--- config.mk ---
export PLATFORM = sky130hd
export DESIGN_NAME = adsr_envelope
export DESIGN_NICKNAME = d
export VERILOG_FILES = /design/src/rtl/adsr_envelope.sv
export SDC_FILE = /design/constraint.sdc
export NUM_CORES = 1
export LEC_CHECK = 0
export ABC_AREA = 0
export CAP_MARGIN = 20
export CORE_ASPECT_RATIO = 0.8
export CORE_MARGIN = 4
export CORE_UTILIZATION = 50
export DETAILED_ROUTE_END_ITERATION = 7
export DONT_BUFFER_PORTS = 1
export GPL_TIMING_DRIVEN = 0
export SYNTH_ARGS = -nofsm -noshare
export SYNTH_HDL_FRONTEND = slang
export SYNTH_SLANG_ARGS = --single-unit
--- constraint.sdc ---
create_clock -name i_clk -period 12.7 [get_ports i_clk]
set_input_delay 1.27 -clock i_clk [delete_from_list [all_inputs] [get_ports i_clk]]
set_output_delay 1.27 -clock i_clk [all_outputs]
set_load 0.005 [all_outputs]
--- src/rtl/adsr_envelope.sv ---
// ADSR amplitude envelope with a built-in VCA.
// The envelope level steps once per sample tick. Gate edges switch phases
// and take priority over ticks. The registered level scales the incoming
// signed sample through a 16x17 signed multiply.
module adsr_envelope (
  input  logic        i_clk,
  input  logic        i_rst,
  input  logic        i_tick,
  input  logic        i_gate,
  input  logic [15:0] i_attack_rate,
  input  logic [15:0] i_decay_rate,
  input  logic [15:0] i_sustain_level,
  input  logic [15:0] i_release_rate,
  input  logic [15:0] i_data,
  output logic [15:0] o_data,
  output logic [15:0] o_env,
  output logic [2:0]  o_state,
  output logic        o_busy
);

  typedef enum logic [2:0] {
    ST_IDLE    = 3'd0,
    ST_ATTACK  = 3'd1,
    ST_DECAY   = 3'd2,
    ST_SUSTAIN = 3'd3,
    ST_RELEASE = 3'd4
  } state_t;

  state_t             r_state;
  state_t             w_state_next;
  logic [15:0]        r_env;
  logic [15:0]        w_env_next;
  logic               r_gate_q;
  logic [15:0]        r_data;

  logic               w_rise;
  logic               w_fall;
  logic [16:0]        w_attack_sum;
  logic [16:0]        w_decay_thr;
  logic signed [31:0] w_prod;

  assign w_rise = i_gate & ~r_gate_q;
  assign w_fall = ~i_gate & r_gate_q;

  // The widened sums keep the saturation and sustain compares free of wrap-around.
  assign w_attack_sum = {1'b0, r_env} + {1'b0, i_attack_rate};
  assign w_decay_thr  = {1'b0, i_sustain_level} + {1'b0, i_decay_rate};

  // The level is zero-extended so full scale stays positive. The product
  // always fits in 32 signed bits. The VCA reads the level held at the start
  // of the cycle.
  assign w_prod = $signed(i_data) * $signed({1'b0, r_env});

  // Compute the next phase and level. Gate events win, and a tick in the
  // same cycle is dropped.
  always_comb begin
    w_state_next = r_state;
    w_env_next   = r_env;
    case (r_state)
      ST_IDLE: begin
        w_env_next = 16'd0;
        if (w_rise) w_state_next = ST_ATTACK;
      end
      ST_ATTACK: begin
        if (w_fall) begin
          w_state_next = ST_RELEASE;
        end else if (i_tick) begin
          if (w_attack_sum >= 17'd65535) begin
            w_env_next   = 16'hFFFF;
            w_state_next = ST_DECAY;
          end else begin
            w_env_next = w_attack_sum[15:0];
          end
        end
      end
      ST_DECAY: begin
        if (w_fall) begin
          w_state_next = ST_RELEASE;
        end else if (i_tick) begin
          if ({1'b0, r_env} <= w_decay_thr) begin
            w_env_next   = i_sustain_level;
            w_state_next = ST_SUSTAIN;
          end else begin
            w_env_next = r_env - i_decay_rate;
          end
        end
      end
      ST_SUSTAIN: begin
        if (w_fall) begin
          w_state_next = ST_RELEASE;
        end else if (i_tick) begin
          w_env_next = i_sustain_level;
        end
      end
      ST_RELEASE: begin
        // A retrigger resumes the attack from the current level.
        if (w_rise) begin
          w_state_next = ST_ATTACK;
        end else if (i_tick) begin
          if (r_env <= i_release_rate) begin
            w_env_next   = 16'd0;
            w_state_next = ST_IDLE;
          end else begin
            w_env_next = r_env - i_release_rate;
          end
        end
      end
      default: begin
        w_state_next = ST_IDLE;
        w_env_next   = 16'd0;
      end
    endcase
  end

  // Register the state, level, gate history and the VCA output.
  always_ff @(posedge i_clk) begin
    if (i_rst) begin
      r_state  <= ST_IDLE;
      r_env    <= 16'd0;
      r_gate_q <= 1'b0;
      r_data   <= 16'd0;
    end else begin
      r_state  <= w_state_next;
      r_env    <= w_env_next;
      r_gate_q <= i_gate;
      r_data   <= 16'(w_prod >>> 16);
    end
  end

  assign o_data  = r_data;
  assign o_env   = r_env;
  assign o_state = r_state;
  assign o_busy  = (r_state != ST_IDLE);

endmodule

==> results.md, run 1 <==
* Die area at 28500 sq um
* Reg-to-reg startpoint: o_env[9]$_SDFFE_PP0P_
* RSZ-0062 raised after global routing: no
* Synth area leader: fa_1
* Clock-pin slew on the worst setup and hold paths at roughly 0.070 ns
* Initial Util at 0.509
* Wirelength per Cell at a little over 20 um
* CP bufs+invs at 5
* Clock buffer depth at 2
* Max-slew violation count at 0
* Sequential Power Share at 0.202
* Initial antenna violation count at 1
* Slew @ Worst Pin at about 0.94 ns
* Final period util at 0.635
* Crit-path cells: clkbuf_1, clkbuf_1, nand2_1, fa_1, fa_1, fa_1, inv_1, fa_1, fa_1, inv_1, fa_1, inv_1, ha_1, a21o_1, a21o_1, a31oi_1, a31oi_1, o2111ai_1, a31oi_1, a21o_1, a21oi_1, xnor2_1, nor2_1
* Mapped Avg Cell Area at roughly 8.4 sq um
* Detailed-route DRC error count at 0
* Post-Syn Area at around 13000 sq um
* Row count at 52
* HPWL Detailed at around 31 mm
* Seq/Total Area, Yosys at 0.0558
* Ports at between 100 and 150
* Core area at about 25000 sq um
* Post-synth EDFFs at 0
* Vias/cell at around 5.7
* Aggregate routed wire length at around 38 mm
* Max frequency at 124 MHz
* First drt pass iteration count at 5
* Final Hold Viols at 0
* Hold/Removal Path Class: reg -> reg
* Final TNS setup at 0 ns
* Worst Path Required at between 10 and 15 ns
* Pin count of the biggest net entering global routing at 17
* Critical path startpoint category: flip-flop
* Vias in the first global route at about 10000
* CTS tree: done
* Hold Path Cell Cnt at 2
* Clk Latency, worst-skew pair at 0.30 ns
* First-pass GRT wire length at ~60 mm
* Combinational share of power at 0.622
* IO buf count at 0
* Tot GR Track Use at 0.267
* Initial DRC Count at a little over 900
* ANT cells at 0
* Root Buffer: clkbuf_16
* DR vias at 10600
* Cells after synthesis at between 1500 and 2000
* Power Density at 57.8 nW/um^2
* Library cells used by synthesis at approximately 70
* Post-synth top cells: inv_1 (276), fa_1 (197), ha_1 (193)
* Clk pwr share at 0.176
* Die Ht at roughly 150 um
* Switching Fraction at 0.473
* # hold bufs at CTS at 0
* Critical path type: reg -> reg
* CP Data Arrival Time at roughly 8 ns
* CP Capture Type: flip-flop
* Clk sinks at 36
* Final core utilization at 0.532
* VDD IR max at roughly 0.055 mV
* Min cycle time layout at 8.07 ns
* GRT overflow at 0
* Worst path most repeated cell: fa_1
* Crit path max-delay cell type: a31oi_1
* Count of warnings emitted by yosys at 0
* Gpl congestion at around 0.92
* Syn_nets at between 2000 and 2500
* Prevailing post-synth register cell: dfxtp_1
* CP peak stage delay at just under 0.7 ns
* Final setup viols at 0
* Max-Cap Viols at 0
* R2r worst-path depth at 23
* Leak Pwr at a little under 7 nW
* Hold endpoint: o_state[1]$_SDFFE_PP0P_
* Clk_skew at about 0.008 ns
* Share of layout cells above drive strength 1 at 0.0207
* Die width at around 190 um
* Rel. slew slack at 0.370
* Largest delay contributor family on the critical path: adder cells
* Post-CTS Setup Bufs at 0
* Total internal power at 0.410 mW
* Reg-to-Reg End: o_data[15]$_SDFF_PP0_
* Critical-path maximum fanout at 10
* Cts bufs inserted at 5
* Crit. path cell count at 23
* P&R area growth vs syn at 4.36%
* Synth top area cells: fa_1 (31%), ha_1 (19%), inv_1 (8.0%)
* H-tree depth at 2
* Post-synth ARST share at 0
* Flops & latches, synth at 36
* Post-CTS resize count at 0
* Sw power at 0.369 mW
* Top-count cell post-synth: inv_1
* Outcome: finished, final reports clean
* Final ANT Viol Nets at 0
* R2R setup slack at approximately 4.6 ns
* Final net count at a little over 2000
* Hold Startpoint: r_gate_q$_SDFF_PP0_
* Share of the synthesized area in the top cell type at 0.305
## worst register-to-register path, cell delays in order (launching register included)
cell and delay, ns:
dfxtp_1 0.64, clkbuf_1 0.57, clkbuf_1 0.56, nand2_1 0.17, fa_1 0.51, fa_1 0.46
fa_1 0.55, inv_1 0.06, fa_1 0.50, fa_1 0.49, inv_1 0.05, fa_1 0.48
inv_1 0.05, ha_1 0.28, a21o_1 0.16, a21o_1 0.17, a31oi_1 0.68, a31oi_1 0.29
o2111ai_1 0.44, a31oi_1 0.22, a21o_1 0.25, a21oi_1 0.18, xnor2_1 0.14, nor2_1 0.05
## layout make-up
class	count	area, sq um
plain buffers	46	176
clock buffers	7	143
clock inverters	1	7.51
fillers	2455	11900
inverters	276	1040
multi-input cells	1177	11000
flip-flops and latches	36	721
well taps	324	405
repair buffers	1	7.51
## layout by cell type, fill, tap and decap left out, types with 7 or more instances in the layout
| cell type | n |
|---|---|
| inv_1 | 276 |
| fa_1 | 197 |
| ha_1 | 193 |
| nand2_1 | 167 |
| and2_1 | 118 |
| nor2_1 | 77 |
| a21oi_1 | 73 |
| o21ai_0 | 47 |
| clkbuf_1 | 44 |
| xnor2_1 | 42 |
| dfxtp_1 | 36 |
| xor2_1 | 24 |
| nand2b_1 | 23 |
| a21o_1 | 20 |
| nor2b_1 | 14 |
| nor3_1 | 14 |
| nand3_1 | 13 |
| a31oi_1 | 12 |
| a22oi_1 | 11 |
| nand4_1 | 10 |
| o21a_1 | 9 |
| and3_1 | 8 |
| o21bai_1 | 7 |
| or3_1 | 7 |
| o211ai_1 | 7 |
| a221o_1 | 7 |
## layer usage
layer / up-vias / part of all wire / track usage
li1: 4977 / - / -
met1: 5233 / 0.47 / 0.415
met2: 394 / 0.43 / 0.398
met3: 34 / 0.087 / 0.0461
met4: 0 / 0.012 / 0.0381
met5: - / 0 / 0
## power by group through the flow
stage	Clock, mW	Sequential (mW)	Combinational (mW)
floorplan	0	0.146	0.375
global placement	0	0.160	0.473
detailed placement	0	0.160	0.479
CTS	0.140	0.158	0.484
global route	0.145	0.160	0.559
finish	0.137	0.158	0.485
## metrics by stage
step | hold WS (ns) | setup slack [ns] | area (sq um) | std cells | total power [mW]
2_1_floorplan | 0.604 | 5.97 | 12900 | 1535 | 0.521
3_3_place_gp | 0.734 | 4.67 | 13300 | 1859 | 0.634
3_5_place_dp | 0.746 | 4.69 | 13300 | 1860 | 0.639
4_1_cts | 0.770 | 4.70 | 13500 | 1868 | 0.781
5_1_grt | 0.831 | 4.42 | 13500 | 1868 | 0.863
6_report | 0.759 | 4.63 | 13500 | 1868 | 0.779
## worst max-delay path by stage
stage                          start               endpoint  slack [ns]
2_1_floorplan              i_data[1]  o_data[15]$_SDFF_PP0_        5.97
3_5_place_dp               i_data[1]  o_data[15]$_SDFF_PP0_        4.69
3_3_place_gp               i_data[1]  o_data[15]$_SDFF_PP0_        4.67
5_1_grt        o_env[9]$_SDFFE_PP0P_  o_data[15]$_SDFF_PP0_        4.42
4_1_cts        o_env[9]$_SDFFE_PP0P_  o_data[15]$_SDFF_PP0_        4.70
6_report       o_env[9]$_SDFFE_PP0P_  o_data[15]$_SDFF_PP0_        4.63
## sequential cells by signal, summed over array words and instances, names as in the netlist
register / cells
o_state: 3
r_gate_q: 1
o_data: 16
o_env: 16
## kinds of logic after synthesis
group | share of synthesized area
compound gates | 0.129
mux | 0.00552
fa+ha+maj | 0.492
simple gates | 0.177
xor+xnor | 0.0460
buf+inv | 0.0938
flops | 0.0558
No activity file was read; power rests on OpenSTA's default activity.
==> run 2: changes to the inputs <==
PLACE_DENSITY = 0.68   (was default)
clock period = 6.6 ns   (was 12.7 ns; I/O delays follow)
==> run 2 against run 1 <==
Critical path depth unchanged; non-clock buffer count increased by 2; sequential cell count unchanged; highest routed layer unchanged; global-route usage decreased by 0.56 points; sequential share of layout area increased by 0.27 points; utilization increased by 0.78 points; cell count increased by 0.11%; clock power increased by 91%; critical endpoint unchanged.
==> results.md, run 2 (synthesis gave the netlist of run 1 again) <==
* Outcome: finished, final reports clean (unchanged)
* # hold bufs at CTS at 0 (unchanged)
* Die Ht at 152 um (unchanged)
* RSZ-0062 raised after global routing: no (unchanged)
* Max frequency at 158 MHz (was 124 MHz)
* Power Density at 111 nW/um^2 (was 57.8 nW/um^2)
* R2r worst-path depth at 23 (unchanged)
* Min cycle time layout at 6.35 ns (was 8.07 ns)
* Hold/Removal Path Class: in -> reg (was reg -> reg)
* Pin count of the biggest net entering global routing at 20 (was 17)
* Final core utilization at 0.539 (was 0.532)
* Leak Pwr at 6.99 nW (was 6.87 nW)
* HPWL Detailed at 30.5 mm (was 31.0 mm)
* R2R setup slack at 0.25 ns (was 4.63 ns)
* Final setup viols at 0 (unchanged)
* Clk_skew at 0.0140 ns (was 0.00799 ns)
* Core area at 25400 sq um (unchanged)
* Clock buffer depth at 2 (unchanged)
* Share of layout cells above drive strength 1 at 0.0524 (was 0.0207)
* H-tree depth at 2 (unchanged)
* Commonest non-fill, non-tap cell in the layout: inv_1 (unchanged)
* Die area at 28500 sq um (unchanged)
* CTS tree: done (unchanged)
* First drt pass iteration count at 8 (was 5)
* Initial Util at 0.509 (unchanged)
* Final ANT Viol Nets at 0 (unchanged)
* GRT overflow at 0 (unchanged)
* CP Capture Type: flip-flop (unchanged)
* Row count at 52 (unchanged)
* Clock-pin slew on the worst setup and hold paths at 0.06 ns (was 0.07 ns)
* Critical path startpoint category: flip-flop (unchanged)
* Hold Startpoint: i_gate (was r_gate_q$_SDFF_PP0_)
* Final TNS setup at 0 ns (unchanged)
* Reg-to-reg startpoint: o_env[11]$_SDFFE_PP0P_ (was o_env[9]$_SDFFE_PP0P_)
* Dpl cells at 1860 (unchanged)
* Max-Cap Viols at 0 (unchanged)
* Aggregate routed wire length at 37.2 mm (was 37.8 mm)
* Clk Latency, worst-skew pair at 0.30 ns (about the same)
* IO buf count at 0 (unchanged)
* Critical-path maximum fanout at 13 (was 10)
* Gpl congestion at 0.949 (was 0.924)
* Most frequent cells in the layout: inv_1 (276), fa_1 (197), ha_1 (193) (unchanged)
* Final net count at 2019 (was 2017)
* Slew @ Worst Pin at 0.716 ns (was 0.944 ns)
* Clk sinks at 36 (unchanged)
* Worst Path Required at 6.77 ns (was 12.86 ns)
* Tot GR Track Use at 0.261 (was 0.267)
* ANT cells at 0 (unchanged)
* Ports at 120 (unchanged)
* Post-Layout Cell Count at 1870 (was 1868)
* Root Buffer: clkbuf_16 (unchanged)
* Final Hold Viols at 0 (unchanged)
* Reg-to-Reg End: o_data[15]$_SDFF_PP0_ (unchanged)
* Wirelength per Cell at 19.9 um (was 20.2 um)
* Rel. slew slack at 0.518 (was 0.370)
* First-pass GRT wire length at 59.4 mm (was 60.1 mm)
* VDD IR max at 0.109 mV (was 0.0554 mV)
* Max-slew violation count at 0 (unchanged)
* CP Data Arrival Time at 6.52 ns (was 8.23 ns)
* Detailed-route DRC error count at 0 (unchanged)
* Cts bufs inserted at 5 (unchanged)
* Hold Path Cell Cnt at 1 (was 2)
* Die width at 188 um (unchanged)
* Critical path type: reg -> reg (unchanged)
* Layout fillers at 2389 (was 2455)
* Final period util at 0.962 (was 0.635)
* Initial antenna violation count at 0 (was 1)
* Total power at 1.51 mW (was 0.779 mW)
* Vias in the first global route at 10900 (was 10400)
* Vias/cell at 5.76 (was 5.69)
* Hold endpoint: r_gate_q$_SDFF_PP0_ (was o_state[1]$_SDFFE_PP0P_)
* Initial DRC Count at 946 (was 916)
* P&R area growth vs syn at 5.90% (was 4.36%)
* DR vias at 10800 (was 10600)
==> run 2: cell count changes in the layout (fill, tap and decap cells not counted), sizes merged <==
cell    delta
clkbuf     -9
buf       +11
==> run 2: what timing repair did <==
action / in CTS / in global routing
pin swaps: 0 / 1
resized for setup: 44 / 52
setup buffers: 1 / 2
endpoints found under the setup margin: 16 / 6
==> run 2: through the flow <==
stage               area, sq um  setup WS (ns)  hold slack [ns]
CTS                       13600        0.00802            0.490
finish                    13700          0.252            0.495
global placement          13300          -1.19            0.732
floorplan                 12900          0.476            0.604
global route              13700        0.00200            0.511
detailed placement        13300          -1.24            0.756
==> run 2: where the power goes <==
group | total [mW] | internal (mW) | switching, mW | leakage (nW)
clock | 0.261 | 0.151 | 0.110 | 0.0701
sequential | 0.302 | 0.250 | 0.0521 | 0.306
combinational | 0.949 | 0.394 | 0.556 | 6.61
==> run 2: worst max path at each step <==
stage               cells after the start                   start               endpoint
finish                                 23  o_env[11]$_SDFFE_PP0P_  o_data[15]$_SDFF_PP0_
CTS                                    19   o_env[1]$_SDFFE_PP0P_  o_data[15]$_SDFF_PP0_
global placement                       23   o_env[9]$_SDFFE_PP0P_  o_data[15]$_SDFF_PP0_
floorplan                              22               i_data[1]  o_data[15]$_SDFF_PP0_
detailed placement                     23   o_env[9]$_SDFFE_PP0P_  o_data[15]$_SDFF_PP0_
global route                           23   o_env[0]$_SDFFE_PP0P_  o_data[15]$_SDFF_PP0_
==> run 2: area by class of cell <==
type	instances	area, sq um	area share
timing repair buffer	4	40.0	0.00293
clock inverter	1	7.51	0.000549
buffer	45	241	0.0176
inverter	276	1040	0.0757
multi-input combinational	1177	11000	0.807
clock buffer	7	143	0.0104
tap	324	405	0.0296
sequential	36	768	0.0561
==> run 2: critical path, cell delays in order, from the launching register on <==
cell and delay (ns):
dfxtp_4 0.53, buf_4 0.27, nand2_1 0.10, fa_1 0.52, fa_1 0.52, fa_1 0.52, inv_1 0.06, fa_1 0.51
fa_1 0.49, inv_1 0.05, fa_1 0.47, inv_1 0.04, ha_1 0.28, a21o_1 0.16, a21o_1 0.19, a31oi_4 0.18
buf_12 0.15, a31oi_2 0.13, o2111ai_2 0.27, a31oi_2 0.17, a21o_1 0.24, a21oi_1 0.17, xnor2_1 0.13, nor2_1 0.05
==> run 2: per-layer routing <==
metal  global-route usage  up-vias  part of all wire
li1                     -     4992                 -
met1                0.376     5272              0.44
met2                0.396      463              0.43
met3               0.0787       44              0.11
met4               0.0451        0             0.015
met5                    0        -                 0
